<file path="src/rtl/xbar_pkg.sv">
// Shared types and address map defaults for the axi_xbar_1to2 crossbar.
// Target TGT_ERR is only ever produced when AXI_XBAR_DECERR_EN is defined.
package xbar_pkg;

  typedef enum logic [1:0] {
    TGT_MEM,
    TGT_UART,
    TGT_ERR
  } target_e;

  typedef enum logic {
    R_IDLE,
    R_DATA
  } rd_state_e;

  typedef enum logic [1:0] {
    W_IDLE,
    W_ADDR,
    W_DATA,
    W_RESP
  } wr_state_e;

  localparam logic [1:0] RESP_OKAY   = 2'b00;
  localparam logic [1:0] RESP_SLVERR = 2'b10;
  localparam logic [1:0] RESP_DECERR = 2'b11;

  localparam logic [31:0] UART_BASE_DEF = 32'ha00003f8;
  localparam logic [31:0] UART_SIZE_DEF = 32'h00000008;
  localparam logic [31:0] MEM_BASE_DEF  = 32'h80000000;
  localparam logic [31:0] MEM_SIZE_DEF  = 32'h08000000;

endpackage

</file>
<file path="src/rtl/axi_addr_decode.sv">
// Combinational address decoder: maps a byte address onto a crossbar target.
// With AXI_XBAR_DECERR_EN defined, addresses outside both regions map to TGT_ERR.
module axi_addr_decode
  import xbar_pkg::*;
#(
  parameter logic [31:0] UART_BASE = UART_BASE_DEF,
  parameter logic [31:0] UART_SIZE = UART_SIZE_DEF,
  parameter logic [31:0] MEM_BASE  = MEM_BASE_DEF,
  parameter logic [31:0] MEM_SIZE  = MEM_SIZE_DEF
) (
  input  logic [31:0] addr_i,
  output target_e     target_o
);

  // 33-bit bounds so that base+size at the top of the address space cannot wrap
  logic [32:0] addr_ext;
  logic [32:0] uart_lo;
  logic [32:0] uart_hi;
  logic [32:0] mem_lo;
  logic [32:0] mem_hi;
  logic        uart_hit;
  logic        mem_hit;

  assign addr_ext = {1'b0, addr_i};
  assign uart_lo  = {1'b0, UART_BASE};
  assign uart_hi  = {1'b0, UART_BASE} + {1'b0, UART_SIZE};
  assign mem_lo   = {1'b0, MEM_BASE};
  assign mem_hi   = {1'b0, MEM_BASE} + {1'b0, MEM_SIZE};

  assign uart_hit = (addr_ext >= uart_lo) && (addr_ext < uart_hi);
  assign mem_hit  = (addr_ext >= mem_lo) && (addr_ext < mem_hi);

`ifdef AXI_XBAR_DECERR_EN
  always_comb begin
    if (uart_hit) begin
      target_o = TGT_UART;
    end else if (mem_hit) begin
      target_o = TGT_MEM;
    end else begin
      target_o = TGT_ERR;
    end
  end
`else
  // Without the error target everything that is not UART falls through to memory
  logic unused_mem_hit;
  assign unused_mem_hit = mem_hit;
  assign target_o = uart_hit ? TGT_UART : TGT_MEM;
`endif

endmodule

</file>
<file path="src/rtl/axi_xbar_1to2.sv">
// AXI4-Lite 1-master to 2-slave crossbar (slave 0 memory, slave 1 UART), zero-latency routing.
// Define AXI_XBAR_DECERR_EN to answer unmapped addresses locally with DECERR.
module axi_xbar_1to2
  import xbar_pkg::*;
#(
  parameter logic [31:0] UART_BASE = UART_BASE_DEF,
  parameter logic [31:0] UART_SIZE = UART_SIZE_DEF,
  parameter logic [31:0] MEM_BASE  = MEM_BASE_DEF,
  parameter logic [31:0] MEM_SIZE  = MEM_SIZE_DEF
) (
  input  logic        clk,
  input  logic        rst,
  // upstream master
  input  logic [31:0] m_awaddr_i,
  input  logic        m_awvalid_i,
  output logic        m_awready_o,
  input  logic [31:0] m_wdata_i,
  input  logic [3:0]  m_wstrb_i,
  input  logic        m_wvalid_i,
  output logic        m_wready_o,
  output logic [1:0]  m_bresp_o,
  output logic        m_bvalid_o,
  input  logic        m_bready_i,
  input  logic [31:0] m_araddr_i,
  input  logic        m_arvalid_i,
  output logic        m_arready_o,
  output logic [31:0] m_rdata_o,
  output logic [1:0]  m_rresp_o,
  output logic        m_rvalid_o,
  input  logic        m_rready_i,
  // slave 0: memory
  output logic [31:0] s_mem_awaddr_o,
  output logic        s_mem_awvalid_o,
  input  logic        s_mem_awready_i,
  output logic [31:0] s_mem_wdata_o,
  output logic [3:0]  s_mem_wstrb_o,
  output logic        s_mem_wvalid_o,
  input  logic        s_mem_wready_i,
  input  logic [1:0]  s_mem_bresp_i,
  input  logic        s_mem_bvalid_i,
  output logic        s_mem_bready_o,
  output logic [31:0] s_mem_araddr_o,
  output logic        s_mem_arvalid_o,
  input  logic        s_mem_arready_i,
  input  logic [31:0] s_mem_rdata_i,
  input  logic [1:0]  s_mem_rresp_i,
  input  logic        s_mem_rvalid_i,
  output logic        s_mem_rready_o,
  // slave 1: UART
  output logic [31:0] s_uart_awaddr_o,
  output logic        s_uart_awvalid_o,
  input  logic        s_uart_awready_i,
  output logic [31:0] s_uart_wdata_o,
  output logic [3:0]  s_uart_wstrb_o,
  output logic        s_uart_wvalid_o,
  input  logic        s_uart_wready_i,
  input  logic [1:0]  s_uart_bresp_i,
  input  logic        s_uart_bvalid_i,
  output logic        s_uart_bready_o,
  output logic [31:0] s_uart_araddr_o,
  output logic        s_uart_arvalid_o,
  input  logic        s_uart_arready_i,
  input  logic [31:0] s_uart_rdata_i,
  input  logic [1:0]  s_uart_rresp_i,
  input  logic        s_uart_rvalid_i,
  output logic        s_uart_rready_o
);

  rd_state_e r_state_q, r_state_d;
  target_e   r_tgt_q, r_tgt_d;
  wr_state_e w_state_q, w_state_d;
  target_e   w_tgt_q, w_tgt_d;

  target_e   ar_tgt;
  target_e   aw_tgt;
  target_e   wr_sel;
  logic      aw_route;
  logic      w_route;
  logic      b_route;
  logic      ar_hs;
  logic      r_hs;
  logic      aw_hs;
  logic      w_hs;
  logic      b_hs;

  axi_addr_decode #(
    .UART_BASE(UART_BASE),
    .UART_SIZE(UART_SIZE),
    .MEM_BASE (MEM_BASE),
    .MEM_SIZE (MEM_SIZE)
  ) u_ar_decode (
    .addr_i  (m_araddr_i),
    .target_o(ar_tgt)
  );

  axi_addr_decode #(
    .UART_BASE(UART_BASE),
    .UART_SIZE(UART_SIZE),
    .MEM_BASE (MEM_BASE),
    .MEM_SIZE (MEM_SIZE)
  ) u_aw_decode (
    .addr_i  (m_awaddr_i),
    .target_o(aw_tgt)
  );

  assign ar_hs = m_arvalid_i && m_arready_o;
  assign r_hs  = m_rvalid_o && m_rready_i;
  assign aw_hs = m_awvalid_i && m_awready_o;
  assign w_hs  = m_wvalid_i && m_wready_o;
  assign b_hs  = m_bvalid_o && m_bready_i;

  // Read routing: AR follows the live decode in R_IDLE, R follows the latched target
  always_comb begin
    m_arready_o      = 1'b0;
    m_rvalid_o       = 1'b0;
    m_rdata_o        = '0;
    m_rresp_o        = RESP_OKAY;
    s_mem_araddr_o   = '0;
    s_mem_arvalid_o  = 1'b0;
    s_mem_rready_o   = 1'b0;
    s_uart_araddr_o  = '0;
    s_uart_arvalid_o = 1'b0;
    s_uart_rready_o  = 1'b0;
    if (!rst) begin
      if (r_state_q == R_IDLE) begin
        case (ar_tgt)
          TGT_MEM: begin
            s_mem_araddr_o  = m_araddr_i;
            s_mem_arvalid_o = m_arvalid_i;
            m_arready_o     = s_mem_arready_i;
          end
          TGT_UART: begin
            s_uart_araddr_o  = m_araddr_i;
            s_uart_arvalid_o = m_arvalid_i;
            m_arready_o      = s_uart_arready_i;
          end
          default: m_arready_o = 1'b1;
        endcase
      end else begin
        case (r_tgt_q)
          TGT_MEM: begin
            m_rvalid_o     = s_mem_rvalid_i;
            m_rdata_o      = s_mem_rdata_i;
            m_rresp_o      = s_mem_rresp_i;
            s_mem_rready_o = m_rready_i;
          end
          TGT_UART: begin
            m_rvalid_o      = s_uart_rvalid_i;
            m_rdata_o       = s_uart_rdata_i;
            m_rresp_o       = s_uart_rresp_i;
            s_uart_rready_o = m_rready_i;
          end
          default: begin
            m_rvalid_o = 1'b1;
            m_rresp_o  = RESP_DECERR;
          end
        endcase
      end
    end
  end

  // W is only let through in W_IDLE alongside a valid AW so both go to the same slave
  assign wr_sel   = (w_state_q == W_IDLE) ? aw_tgt : w_tgt_q;
  assign aw_route = !rst && ((w_state_q == W_IDLE) || (w_state_q == W_ADDR));
  assign w_route  = !rst && (((w_state_q == W_IDLE) && m_awvalid_i) || (w_state_q == W_DATA));
  assign b_route  = !rst && (w_state_q == W_RESP);

  always_comb begin
    m_awready_o      = 1'b0;
    m_wready_o       = 1'b0;
    m_bvalid_o       = 1'b0;
    m_bresp_o        = RESP_OKAY;
    s_mem_awaddr_o   = '0;
    s_mem_awvalid_o  = 1'b0;
    s_mem_wdata_o    = '0;
    s_mem_wstrb_o    = '0;
    s_mem_wvalid_o   = 1'b0;
    s_mem_bready_o   = 1'b0;
    s_uart_awaddr_o  = '0;
    s_uart_awvalid_o = 1'b0;
    s_uart_wdata_o   = '0;
    s_uart_wstrb_o   = '0;
    s_uart_wvalid_o  = 1'b0;
    s_uart_bready_o  = 1'b0;
    if (aw_route) begin
      case (wr_sel)
        TGT_MEM: begin
          s_mem_awaddr_o  = m_awaddr_i;
          s_mem_awvalid_o = m_awvalid_i;
          m_awready_o     = s_mem_awready_i;
        end
        TGT_UART: begin
          s_uart_awaddr_o  = m_awaddr_i;
          s_uart_awvalid_o = m_awvalid_i;
          m_awready_o      = s_uart_awready_i;
        end
        default: m_awready_o = 1'b1;
      endcase
    end
    if (w_route) begin
      case (wr_sel)
        TGT_MEM: begin
          s_mem_wdata_o  = m_wdata_i;
          s_mem_wstrb_o  = m_wstrb_i;
          s_mem_wvalid_o = m_wvalid_i;
          m_wready_o     = s_mem_wready_i;
        end
        TGT_UART: begin
          s_uart_wdata_o  = m_wdata_i;
          s_uart_wstrb_o  = m_wstrb_i;
          s_uart_wvalid_o = m_wvalid_i;
          m_wready_o      = s_uart_wready_i;
        end
        default: m_wready_o = 1'b1;
      endcase
    end
    if (b_route) begin
      case (w_tgt_q)
        TGT_MEM: begin
          m_bvalid_o     = s_mem_bvalid_i;
          m_bresp_o      = s_mem_bresp_i;
          s_mem_bready_o = m_bready_i;
        end
        TGT_UART: begin
          m_bvalid_o      = s_uart_bvalid_i;
          m_bresp_o       = s_uart_bresp_i;
          s_uart_bready_o = m_bready_i;
        end
        default: begin
          m_bvalid_o = 1'b1;
          m_bresp_o  = RESP_DECERR;
        end
      endcase
    end
  end

  always_comb begin
    r_state_d = r_state_q;
    r_tgt_d   = r_tgt_q;
    case (r_state_q)
      R_IDLE: begin
        if (ar_hs) begin
          r_state_d = R_DATA;
          r_tgt_d   = ar_tgt;
        end
      end
      R_DATA: begin
        if (r_hs) begin
          r_state_d = R_IDLE;
        end
      end
    endcase
  end

  // The target is captured at whichever of AW or W handshakes first
  always_comb begin
    w_state_d = w_state_q;
    w_tgt_d   = w_tgt_q;
    case (w_state_q)
      W_IDLE: begin
        if (aw_hs || w_hs) begin
          w_tgt_d = aw_tgt;
        end
        if (aw_hs && w_hs) begin
          w_state_d = W_RESP;
        end else if (aw_hs) begin
          w_state_d = W_DATA;
        end else if (w_hs) begin
          w_state_d = W_ADDR;
        end
      end
      W_ADDR: begin
        if (aw_hs) begin
          w_state_d = W_RESP;
        end
      end
      W_DATA: begin
        if (w_hs) begin
          w_state_d = W_RESP;
        end
      end
      W_RESP: begin
        if (b_hs) begin
          w_state_d = W_IDLE;
        end
      end
    endcase
  end

  always_ff @(posedge clk) begin
    if (rst) begin
      r_state_q <= R_IDLE;
      r_tgt_q   <= TGT_MEM;
      w_state_q <= W_IDLE;
      w_tgt_q   <= TGT_MEM;
    end else begin
      r_state_q <= r_state_d;
      r_tgt_q   <= r_tgt_d;
      w_state_q <= w_state_d;
      w_tgt_q   <= w_tgt_d;
    end
  end

endmodule

</file>
<file path="config.mk">
export PLATFORM = sky130hd
export DESIGN_NAME = axi_xbar_1to2
export DESIGN_NICKNAME = d
export VERILOG_FILES = /design/src/rtl/xbar_pkg.sv /design/src/rtl/axi_addr_decode.sv /design/src/rtl/axi_xbar_1to2.sv
export SDC_FILE = /design/constraint.sdc
export NUM_CORES = 1
export LEC_CHECK = 0
export BUFFER_PORTS_ARGS = -buffer_cell sky130_fd_sc_hd__buf_2
export CAP_MARGIN = 30
export CORE_AREA = 4 4 171 173
export DETAILED_ROUTE_END_ITERATION = 8
export DIE_AREA = 0 0 175 177
export GPL_TIMING_DRIVEN = 0
export SLEW_MARGIN = 40
export SYNTH_ARGS = -nofsm -noshare
export SYNTH_HDL_FRONTEND = slang
export SYNTH_HIERARCHICAL = 1
export SYNTH_SLANG_ARGS = --single-unit
</file>
<file path="constraint.sdc">
create_clock -name clk -period 4.4 [get_ports clk]
set_input_delay 1.1 -clock clk [delete_from_list [all_inputs] [get_ports clk]]
set_output_delay 1.1 -clock clk [all_outputs]
set_load 0.01 [all_outputs]
</file>
==> results of run 1 <==
per-stage QoR:
step,cells,area (um^2)
after floorplan,454,2750
after global placement,1270,5410
after detailed placement,1270,5430
after CTS,1287,5750
after global routing,1287,5780
final,1287,5780
cell families (layout without fill, tap and decap cells):
logic type                 count (synthesis)  after routing  share of synthesized area
AOI/OAI and AO/OA                         22             22                     0.0637
adders and majority gates                  5              5                     0.0228
buffers and inverters                     43            498                     0.0701
DFF                                        7              7                     0.0510
muxes                                     41             41                      0.150
other                                      2              2                    0.00273
and+or+nand+nor                          334            334                      0.640
layout make-up:
| cell class | count | area (um^2) |
|---|---|---|
| clock buffer | 4 | 78.8 |
| fill | 3156 | 21800 |
| tap | 378 | 473 |
| inverter | 5 | 18.8 |
| timing repair buffer | 451 | 2310 |
| multi-input combinational | 404 | 2540 |
| buffer | 38 | 214 |
| sequential | 7 | 140 |
worst max-delay path: stages:
cell and delay, ns:
buf_2 0.11, nor4b_1 0.38, nand2_1 0.14, nor4_2 0.37
buf_4 0.21, nor4b_4 0.18, buf_4 0.19, clkbuf_2 0.20
and2_1 0.18, buf_2 0.14
metal layers:
metal  up-vias  wire length, um  part of all wire  global-route usage
li1       2373                -                 -                   -
met1      2104             6430              0.35               0.109
met2       296            10100              0.55               0.218
met3        21             1560             0.084              0.0222
met4         0              396             0.021              0.0268
met5         -                0                 0                   0
worst paths after layout:
kind	to	cells after the start	startpoint
worst min register to register	w_state_q[0]	2	w_state_q[0]
worst min-delay path	w_state_q[0]	2	w_state_q[0]
worst max-delay path	s_uart_araddr_o[26]	10	m_araddr_i[17]
worst max register to register	w_state_q[1]	9	w_state_q[0]
registers in the layout (all words and copies together), names as in the netlist:
| register | cells |
|---|---|
| r_tgt_q | 2 |
| w_state_q | 2 |
| w_tgt_q | 2 |
| r_state_q | 1 |
cell usage after synthesis (2+ instances only):
| cell | number | area [um^2] |
|---|---|---|
| and2_1 | 141 | 882 |
| nor2_1 | 110 | 413 |
| nand2_1 | 45 | 169 |
| mux2i_1 | 40 | 400 |
| clkbuf_1 | 26 | 97.6 |
| dfxtp_1 | 7 | 140 |
| buf_4 | 6 | 45.0 |
| nor4_1 | 6 | 37.5 |
| nor4b_1 | 6 | 52.6 |
| a211oi_1 | 5 | 37.5 |
| a21oi_1 | 5 | 25.0 |
| ha_1 | 5 | 62.6 |
| inv_1 | 5 | 18.8 |
| buf_1 | 4 | 15.0 |
| nor2b_1 | 4 | 25.0 |
| nand2b_1 | 3 | 18.8 |
| a21o_1 | 2 | 15.0 |
| conb_1 | 2 | 7.51 |
| nand3_1 | 2 | 10.0 |
| nand4b_1 | 2 | 17.5 |
| nor3_1 | 2 | 10.0 |
| nor3_2 | 2 | 20.0 |
| nor3b_1 | 2 | 15.0 |
| nor4_2 | 2 | 25.0 |
| nor4b_2 | 2 | 30.0 |
| or4_1 | 2 | 15.0 |
where the power goes:
part	switching (mW)	internal, mW
Clock	0.0378	0.121
Combinational	0.517	0.342
Sequential	0.0124	0.0743
timing repair:
item,4_1_cts,5_1_grt
resized for setup,39,6
cloned,1,0
buffers inserted,12,0
endpoints found under the setup margin,138,70
pin swaps,3,4
==> results by group, run 1 <==
CTS
  • Total clock sinks: 7
  • H-tree depth: 1
  • Clock root buffer: clkbuf_16
  • # hold bufs at CTS: 0
  • Clock transition at the registers of the reported paths: 0.04 ns
  • Insertion delay to the later sink of the worst-skew pair: about 0.23 ns
  • CTS tree: done
  • Num CTS Buffers: 3
  • Clock Path Buffers: 2

Floorplan
  • Full die area: 31,000 um^2
  • Cell Rows: 61
  • Core outline area: approximately 28,000 um^2
  • Die height: about 180 um
  • Starting Density: 0.0995
  • Die W: ~180 um
  • IO Count: 440

Layout
  • Util after Layout: 0.209
  • ANT cells: 0
  • Layout cells sized above 1: 0.548
  • Most frequent cells in the layout: buf_2 (436), and2_1 (133), nor2_1 (110)
  • Final Net Count: approximately 1,100
  • Commonest non-fill, non-tap cell in the layout: buf_2
  • Area Overhead vs Synth: 110%

Detailed routing
  • Via count: ~4,800
  • Detailed-route wire length: 18,500 um
  • Drt first-iter violations: between 100 and 150
  • ANT nets after route: 0
  • DR vias/cell: 3.72
  • WL/cell: between 10 and 15 um
  • DRC viols: 0
  • Pre-antenna DRT Iters: 6

Setup path
  • Critical path fanouts, max: 10
  • CP endpoint kind: output pin
  • CP Class: primary input to output pin
  • R2R Setup Slk: approximately 1.7 ns
  • Arrival @ worst endpoint: roughly 3.2 ns
  • Critical Path Start Type: primary input
  • Worst EP required: around 3.3 ns

Global route
  • Initial antenna violation count: 0
  • Total grt overflow: 0
  • Largest net degree at the start of global routing: 11
  • Total track usage: 0.107
  • First-pass GRT wire length: around 26,000 um
  • Vias in the first global route: between 4,000 and 5,000

Placed design
  • Pre-CTS WS: -0.789 ns
  • Port Buf Inserts: 438
  • Hpwl dp: roughly 17,000 um
  • Global placer's final weighted congestion: 0.837

Synthesis
  • Ys flop type: dfxtp_1
  • Distinct cells, synth: 42
  • Cell count after synthesis: approximately 450
  • Ys Warns: 6
  • Synth Register Bits: 7
  • Mapped Nets: about 650
  • Post-synthesis sequential area ratio: 0.0510
  • Avg Cell Area, Syn: between 6 and 7 um^2
  • Synth async-reset ratio: 0
  • EDFF count, synth: 0
  • Cell Area, Synth: around 2700 um^2

Timing
  • Final Hold Viols: 0
  • Fin crit share: 0.975
  • Fmax: between 0.2 and 0.25 GHz
  • Worst hold slack: 0.520 ns
  • Final min period: approximately 4.3 ns
  • Setup Viol. Count Final: 0
  • Setup_tns: 0 ns
  • RSZ-0062 raised after global routing: yes
  • Pins Over Slew Limit: 0
  • Worst Skew: around 0.00024 ns
  • Least-Margin Pin Slew: about 0.79 ns
  • Setup slack after layout: between 0.1 and 0.15 ns
  • Slew headroom: 0.466

Power and ir drop
  • Max VDD drop: about 73 uV
  • Overall power: roughly 1.1 mW
  • Static leakage: 3.38 nW
  • Power density over the cells: between 150 and 200 nW/um^2

Min path
  • Worst min-delay path class: flop to flop

Run
  • Max Cap Violations: 0

Status
  • Outcome: finished, final reports clean
Note: power is estimated with default switching activity, not from simulation.
==> run 2: changes to the inputs <==
Settings changed: BUFFER_PORTS_ARGS -buffer_cell sky130_fd_sc_hd__buf_2 to unset, CORE_AREA 4 4 171 173 to 4 4 169 171, DIE_AREA 0 0 175 177 to 0 0 173 175, DONT_BUFFER_PORTS set to 1.
==> results by group, run 2 (synthesis gave the netlist of run 1 again) <==
Setup path
  • R2R cell count: 8 (was 9)
  • CP cell instances: nor4_2 -> nand2_1 -> nor4_2 -> buf_4 -> a31oi_1 -> buf_4 -> nor3_4 -> buf_4 -> and2_1 (was buf_2 -> nor4b_1 -> nand2_1 -> nor4_2 -> buf_4 -> nor4b_4 -> buf_4 -> clkbuf_2 -> and2_1 -> buf_2)
  • Worst EP required: 3.30 ns (about the same)
  • CP Class: primary input to output pin (unchanged)
  • Critical path fanouts, max: 10 (unchanged)
  • CP max stage cell: nor4_2 (was nor4b_1)
  • CP endpoint kind: output pin (unchanged)
  • R2R Setup Slk: 1.77 ns (was 1.72 ns)
  • Worst R2R Start: w_state_q[0] (unchanged)
  • R2r endpoint: w_state_q[1] (unchanged)
  • Arrival @ worst endpoint: 3.11 ns (was 3.19 ns)
  • Worst path max stage delay: 0.32 ns (was 0.38 ns)
  • Most frequent CP cell: buf_4
  • Critical Path Start Type: primary input (unchanged)

Timing
  • Slew headroom: 0.485 (was 0.466)
  • Final Hold Viols: 0 (unchanged)
  • Final min period: 4.21 ns (was 4.29 ns)
  • Fin crit share: 0.957 (was 0.975)
  • Pins Over Slew Limit: 0 (unchanged)
  • Worst hold slack: 0.525 ns (was 0.520 ns)
  • Fmax: 0.237 GHz (was 0.233 GHz)
  • RSZ-0062 raised after global routing: no (was yes)
  • Setup Viol. Count Final: 0 (unchanged)
  • Worst Skew: 0.000241 ns (was 0.000237 ns)
  • Least-Margin Pin Slew: 0.773 ns (was 0.795 ns)
  • Setup_tns: 0 ns (unchanged)

Detailed routing
  • WL/cell: 20.1 um (was 14.3 um)
  • Pre-antenna DRT Iters: 4 (was 6)
  • Detailed-route wire length: 16,100 um (was 18,500 um)
  • Drt first-iter violations: 197 (was 101)
  • DR vias/cell: 4.22 (was 3.72)
  • ANT nets after route: 0 (unchanged)
  • Via count: 3,379 (was 4,794)
  • DRC viols: 0 (unchanged)

CTS
  • Clock root buffer: clkbuf_16 (unchanged)
  • Insertion delay to the later sink of the worst-skew pair: 0.24 ns (was 0.23 ns)
  • Clock Path Buffers: 2 (unchanged)
  • Clock transition at the registers of the reported paths: 0.04 ns (about the same)
  • # hold bufs at CTS: 0 (unchanged)
  • Total clock sinks: 7 (unchanged)
  • Num CTS Buffers: 3 (unchanged)
  • H-tree depth: 1 (unchanged)
  • CTS tree: done (unchanged)

Layout
  • Commonest non-fill, non-tap cell in the layout: and2_1 (was buf_2)
  • Layout cells sized above 1: 0.0739 (was 0.548)
  • Area Overhead vs Synth: 21.5% (was 110%)
  • Final Net Count: 655 (was 1,104)
  • Most frequent cells in the layout: and2_1 (139), nor2_1 (110), nand2_1 (45) (was buf_2 (436), and2_1 (133), nor2_1 (110))
  • ANT cells: 0 (unchanged)
  • Top flop regs: r_tgt_q x2, w_state_q x2, w_tgt_q x2 (unchanged)
  • Fill cells: 3,090 (was 3,156)
  • Design Area, Final: 3340 um^2 (was 5780 um^2)

Power and ir drop
  • Power density over the cells: 255 nW/um^2 (was 191 nW/um^2)
  • Logic pwr share: 0.702 (was 0.778)
  • Internal power: 0.369 mW (was 0.538 mW)
  • Psw: 0.483 mW (was 0.568 mW)
  • Switching Fraction: 0.567 (was 0.514)
  • Max VDD drop: 71.6 uV (was 73.0 uV)
  • Sequential share of power: 0.104 (was 0.078)
  • Static leakage: 1.16 nW (was 3.38 nW)
  • Overall power: 0.853 mW (was 1.11 mW)
  • Clk pwr share: 0.194 (was 0.144)

Min path
  • Hold_sp: w_state_q[0] (unchanged)
  • Hold EP: w_state_q[0] (unchanged)
  • Hold Crit Depth: 2 (unchanged)
  • Worst min-delay path class: flop to flop (unchanged)

Global route
  • Total track usage: 0.0944 (was 0.107)
  • Vias in the first global route: 3,325 (was 4,822)
  • First-pass GRT wire length: 21,900 um (was 26,300 um)
  • Total grt overflow: 0 (unchanged)
  • Largest net degree at the start of global routing: 11 (unchanged)
  • Initial antenna violation count: 0 (unchanged)

Floorplan
  • Die W: 173 um (was 175 um)
  • Core outline area: 26,900 um^2 (was 27,600 um^2)
  • Starting Density: 0.102 (was 0.0995)
  • Full die area: 30,300 um^2 (was 31,000 um^2)
  • Die height: 175 um (was 177 um)
  • Cell Rows: 60 (was 61)
  • IO Count: 440 (unchanged)

Placed design
  • Placement-stage cell area: 3190 um^2 (was 5430 um^2)
  • Hpwl dp: 14,400 um (was 16,500 um)
  • Global placer's final weighted congestion: 0.870 (was 0.837)
  • Port Buf Inserts: 0 (was 438)

Status
  • Outcome: finished, final reports clean (unchanged)

Run
  • Max Cap Violations: 0 (unchanged)
==> run 2: worst max path at each step <==
stage	slack (ns)	to	cells after the start	startpoint
after floorplan	0.39	s_uart_wdata_o[10]	8	m_awaddr_i[30]
after global placement	-0.39	s_uart_wdata_o[11]	9	m_awaddr_i[21]
after detailed placement	-0.41	s_uart_wdata_o[11]	9	m_awaddr_i[21]
after CTS	0.00002	s_mem_wdata_o[4]	9	m_awaddr_i[21]
after global routing	0.005	s_uart_araddr_o[28]	7	m_araddr_i[17]
final	0.19	s_uart_wstrb_o[0]	9	m_awaddr_i[21]
==> run 2: metal layers <==
| layer | vias to the layer above | track usage | routed length (um) | part of all wire |
|---|---|---|---|---|
| li1 | 1467 | - | - | - |
| met1 | 1572 | 0.0999 | 5740 | 0.36 |
| met2 | 314 | 0.186 | 8640 | 0.54 |
| met5 | - | 0 | 0 | 0 |
| met4 | 0 | 0.0283 | 410 | 0.025 |
| met3 | 26 | 0.0203 | 1340 | 0.083 |
==> run 2: per-stage QoR <==
stage,std cells,setup slack [ns],utilization
floorplan,454,0.392,-
global placement,795,-0.391,0.118
detailed placement,795,-0.411,0.119
CTS,801,0.0000191,0.122
global route,801,0.00544,0.124
finish,801,0.187,0.124
==> run 2: timing repair <==
| action | CTS | global route |
|---|---|---|
| buffers inserted | 2 | 0 |
| resized for setup | 4 | 17 |
| pin swaps | 1 | 1 |
| setup endpoints to repair | 37 | 113 |
==> run 2: power groups by stage <==
stage	Combinational (mW)	Clock [mW]	Sequential, mW
6_report	0.599	0.165	0.0886
5_1_grt	0.664	0.177	0.0904
4_1_cts	0.589	0.175	0.0888
3_5_place_dp	0.586	0	0.0900
3_3_place_gp	0.577	0	0.0885
2_1_floorplan	0.462	0	0.0833
==> run 2: layout make-up <==
cell class	count	area (um^2)	area share
plain buffers	38	185	0.0555
clock buffers	4	78.8	0.0236
well taps	341	427	0.128
flip-flops and latches	7	140	0.0420
inverters	5	18.8	0.00562
repair buffers	2	15.0	0.00450
multi-input cells	404	2470	0.741
==> run 2: critical path: cells and delay by family <==
kind,cells,cell delay [ns]
simple gates,5,1.29
buf+inv,3,0.57
compound gates,1,0.15
==> run 3: changes to the inputs <==
--- a/config.mk
+++ b/config.mk
@@ -7,7 +7,7 @@
 export LEC_CHECK = 0
 export CAP_MARGIN = 30
-export CORE_AREA = 4 4 169 171
+export CORE_AREA = 2 2 172 174
 export DETAILED_ROUTE_END_ITERATION = 8
-export DIE_AREA = 0 0 173 175
+export DIE_AREA = 0 0 174 176
 export DONT_BUFFER_PORTS = 1
 export GPL_TIMING_DRIVEN = 0
==> constraint.sdc (replaced) <==
create_clock -name clk -period 4.4 [get_ports clk]
set_input_delay 0.44 -clock clk [delete_from_list [all_inputs] [get_ports clk]]
set_output_delay 0.44 -clock clk [all_outputs]
set_load 0.01 [all_outputs]
==> results by group, run 3 (synthesis gave the netlist of run 1 again) <==
Timing
  • Fmax: 0.296 GHz (was 0.237 GHz)
  • Setup slack after layout: 1.03 ns (was 0.187 ns)
  • RSZ-0062 raised after global routing: no (unchanged)
  • Setup_tns: 0 ns (unchanged)
  • Worst Skew: 0.000134 ns (was 0.000241 ns)
  • Fin crit share: 0.767 (was 0.957)
  • Setup Viol. Count Final: 0 (unchanged)
  • Slew headroom: 0.521 (was 0.485)
  • Final min period: 3.37 ns (was 4.21 ns)
  • Final Hold Viols: 0 (unchanged)
  • Least-Margin Pin Slew: 0.712 ns (was 0.773 ns)
  • Pins Over Slew Limit: 0 (unchanged)

Placed design
  • Placement-stage cell area: 3230 um^2 (was 3190 um^2)
  • Port Buf Inserts: 0 (unchanged)
  • Hpwl dp: 12,900 um (was 14,400 um)
  • Global placer's final weighted congestion: 0.957 (was 0.870)
  • Pre-CTS WS: 1.04 ns (was -0.411 ns)

Floorplan
  • Starting Density: 0.0963 (was 0.102)
  • Core outline area: 28,500 um^2 (was 26,900 um^2)
  • Die W: 174 um (was 173 um)
  • IO Count: 440 (unchanged)
  • Cell Rows: 62 (was 60)
  • Full die area: 30,600 um^2 (was 30,300 um^2)
  • Die height: 176 um (was 175 um)

Power and ir drop
  • Max VDD drop: 80.1 uV (was 71.6 uV)
  • Overall power: 0.843 mW (was 0.853 mW)
  • Power density over the cells: 254 nW/um^2 (was 255 nW/um^2)
  • Static leakage: 1.12 nW (was 1.16 nW)

Detailed routing
  • DRC viols: 0 (unchanged)
  • ANT nets after route: 0 (unchanged)
  • DR vias/cell: 3.94 (was 4.22)
  • Detailed-route wire length: 14,300 um (was 16,100 um)
  • WL/cell: 17.0 um (was 20.1 um)
  • Drt first-iter violations: 199 (was 197)
  • Pre-antenna DRT Iters: 4 (unchanged)
  • Via count: 3,325 (was 3,379)

Status
  • Outcome: finished, final reports clean (unchanged)

Min path
  • Hold_sp: m_arvalid_i (was w_state_q[0])
  • Worst min-delay path class: primary input to flop (was flop to flop)

Setup path
  • Most frequent CP cell: buf_4 (unchanged)
  • CP Buf/Inv Count: 3 (unchanged)
  • Worst path max stage delay: 0.52 ns (was 0.32 ns)
  • Arrival @ worst endpoint: 2.93 ns (was 3.11 ns)
  • CP Launch Point: m_awaddr_i[21] (unchanged)
  • CP max stage cell: nor3_2 (was nor4_2)
  • Worst EP required: 3.96 ns (was 3.30 ns)
  • CP cell instances: nor4_1 -> nand2_1 -> nor4_2 -> buf_4 -> a31oi_1 -> buf_4 -> nor3_2 -> clkbuf_1 -> and2_1 (was nor4_2 -> nand2_1 -> nor4_2 -> buf_4 -> a31oi_1 -> buf_4 -> nor3_4 -> buf_4 -> and2_1)
  • Crit-path leading delay family: simple AND/OR/NAND/NOR gates (unchanged)
  • CP endpoint kind: output pin (unchanged)
  • Critical path fanouts, max: 10 (unchanged)
  • Worst R2R Start: w_state_q[0] (unchanged)
  • Critical Path Start Type: primary input (unchanged)
  • CP Class: primary input to output pin (unchanged)
  • R2R Setup Slk: 1.68 ns (was 1.77 ns)

Layout
  • Final Net Count: 653 (was 655)
  • Design Area, Final: 3320 um^2 (was 3340 um^2)
  • Commonest non-fill, non-tap cell in the layout: and2_1 (unchanged)
  • Most frequent cells in the layout: and2_1 (141), nor2_1 (110), nand2_1 (45) (was and2_1 (139), nor2_1 (110), nand2_1 (45))
  • Util after Layout: 0.116 (was 0.124)
  • Area Overhead vs Synth: 20.7% (was 21.5%)
  • Layout cells sized above 1: 0.0502 (was 0.0739)
  • Top flop regs: r_tgt_q x2, w_state_q x2, w_tgt_q x2 (unchanged)

CTS
  • # hold bufs at CTS: 0 (unchanged)
  • H-tree depth: 1 (unchanged)
  • Total clock sinks: 7 (unchanged)
  • Clock transition at the registers of the reported paths: 0.04 ns (about the same)
  • Clock Path Buffers: 2 (unchanged)
  • Postcts setup bufs: 0 (was 2)
  • Num CTS Buffers: 3 (unchanged)
  • Insertion delay to the later sink of the worst-skew pair: 0.24 ns (about the same)
  • CTS tree: done (unchanged)
  • Post-cts sizing count: 0 (was 4)
  • Clock root buffer: clkbuf_16 (unchanged)

Global route
  • Total track usage: 0.0814 (was 0.0944)
  • First-pass GRT wire length: 18,500 um (was 21,900 um)
  • Initial antenna violation count: 1 (was 0)
  • Total grt overflow: 0 (unchanged)
  • Largest net degree at the start of global routing: 11 (unchanged)
  • Vias in the first global route: 3,040 (was 3,325)

Run
  • Max Cap Violations: 0 (unchanged)
==> run 3: cell count changes in the layout (fill, tap and decap cells not counted), sizes merged <==
cell / delta
diode: +1
buf: -5
clkbuf: +3
==> run 3: power by group <==
| group | switching, mW | internal [mW] |
|---|---|---|
| clock | 0.0405 | 0.121 |
| combinational | 0.425 | 0.169 |
| sequential | 0.0133 | 0.0743 |
==> run 3: cell type report <==
type | instances | area (um^2)
inverters | 5 | 18.8
clock buffers | 4 | 78.8
well taps | 384 | 480
diodes | 1 | 2.50
plain buffers | 38 | 174
multi-input cells | 404 | 2420
flip-flops and latches | 7 | 140
fillers | 3290 | 25200
==> run 3: final timing paths <==
| kind | end | cells after the start |
|---|---|---|
| max | s_uart_wdata_o[9] | 9 |
| min | r_state_q | 2 |
| max reg2reg | w_state_q[1] | 8 |
| min reg2reg | w_state_q[0] | 2 |
==> run 3: routing by layer <==
layer | global-route usage | vias to the layer above | share of wire
met1 | 0.0830 | 1514 | 0.34
met5 | 0 | - | 0
met2 | 0.153 | 311 | 0.52
li1 | - | 1463 | -
met4 | 0.0504 | 0 | 0.052
met3 | 0.0159 | 37 | 0.090
==> run 3: through the flow <==
| step | cells | hold slack [ns] |
|---|---|---|
| after detailed placement | 838 | 0.518 |
| after floorplan | 454 | 0.483 |
| after global placement | 838 | 0.504 |
| final | 843 | 0.409 |
| after CTS | 842 | 0.394 |
| after global routing | 843 | 0.430 |
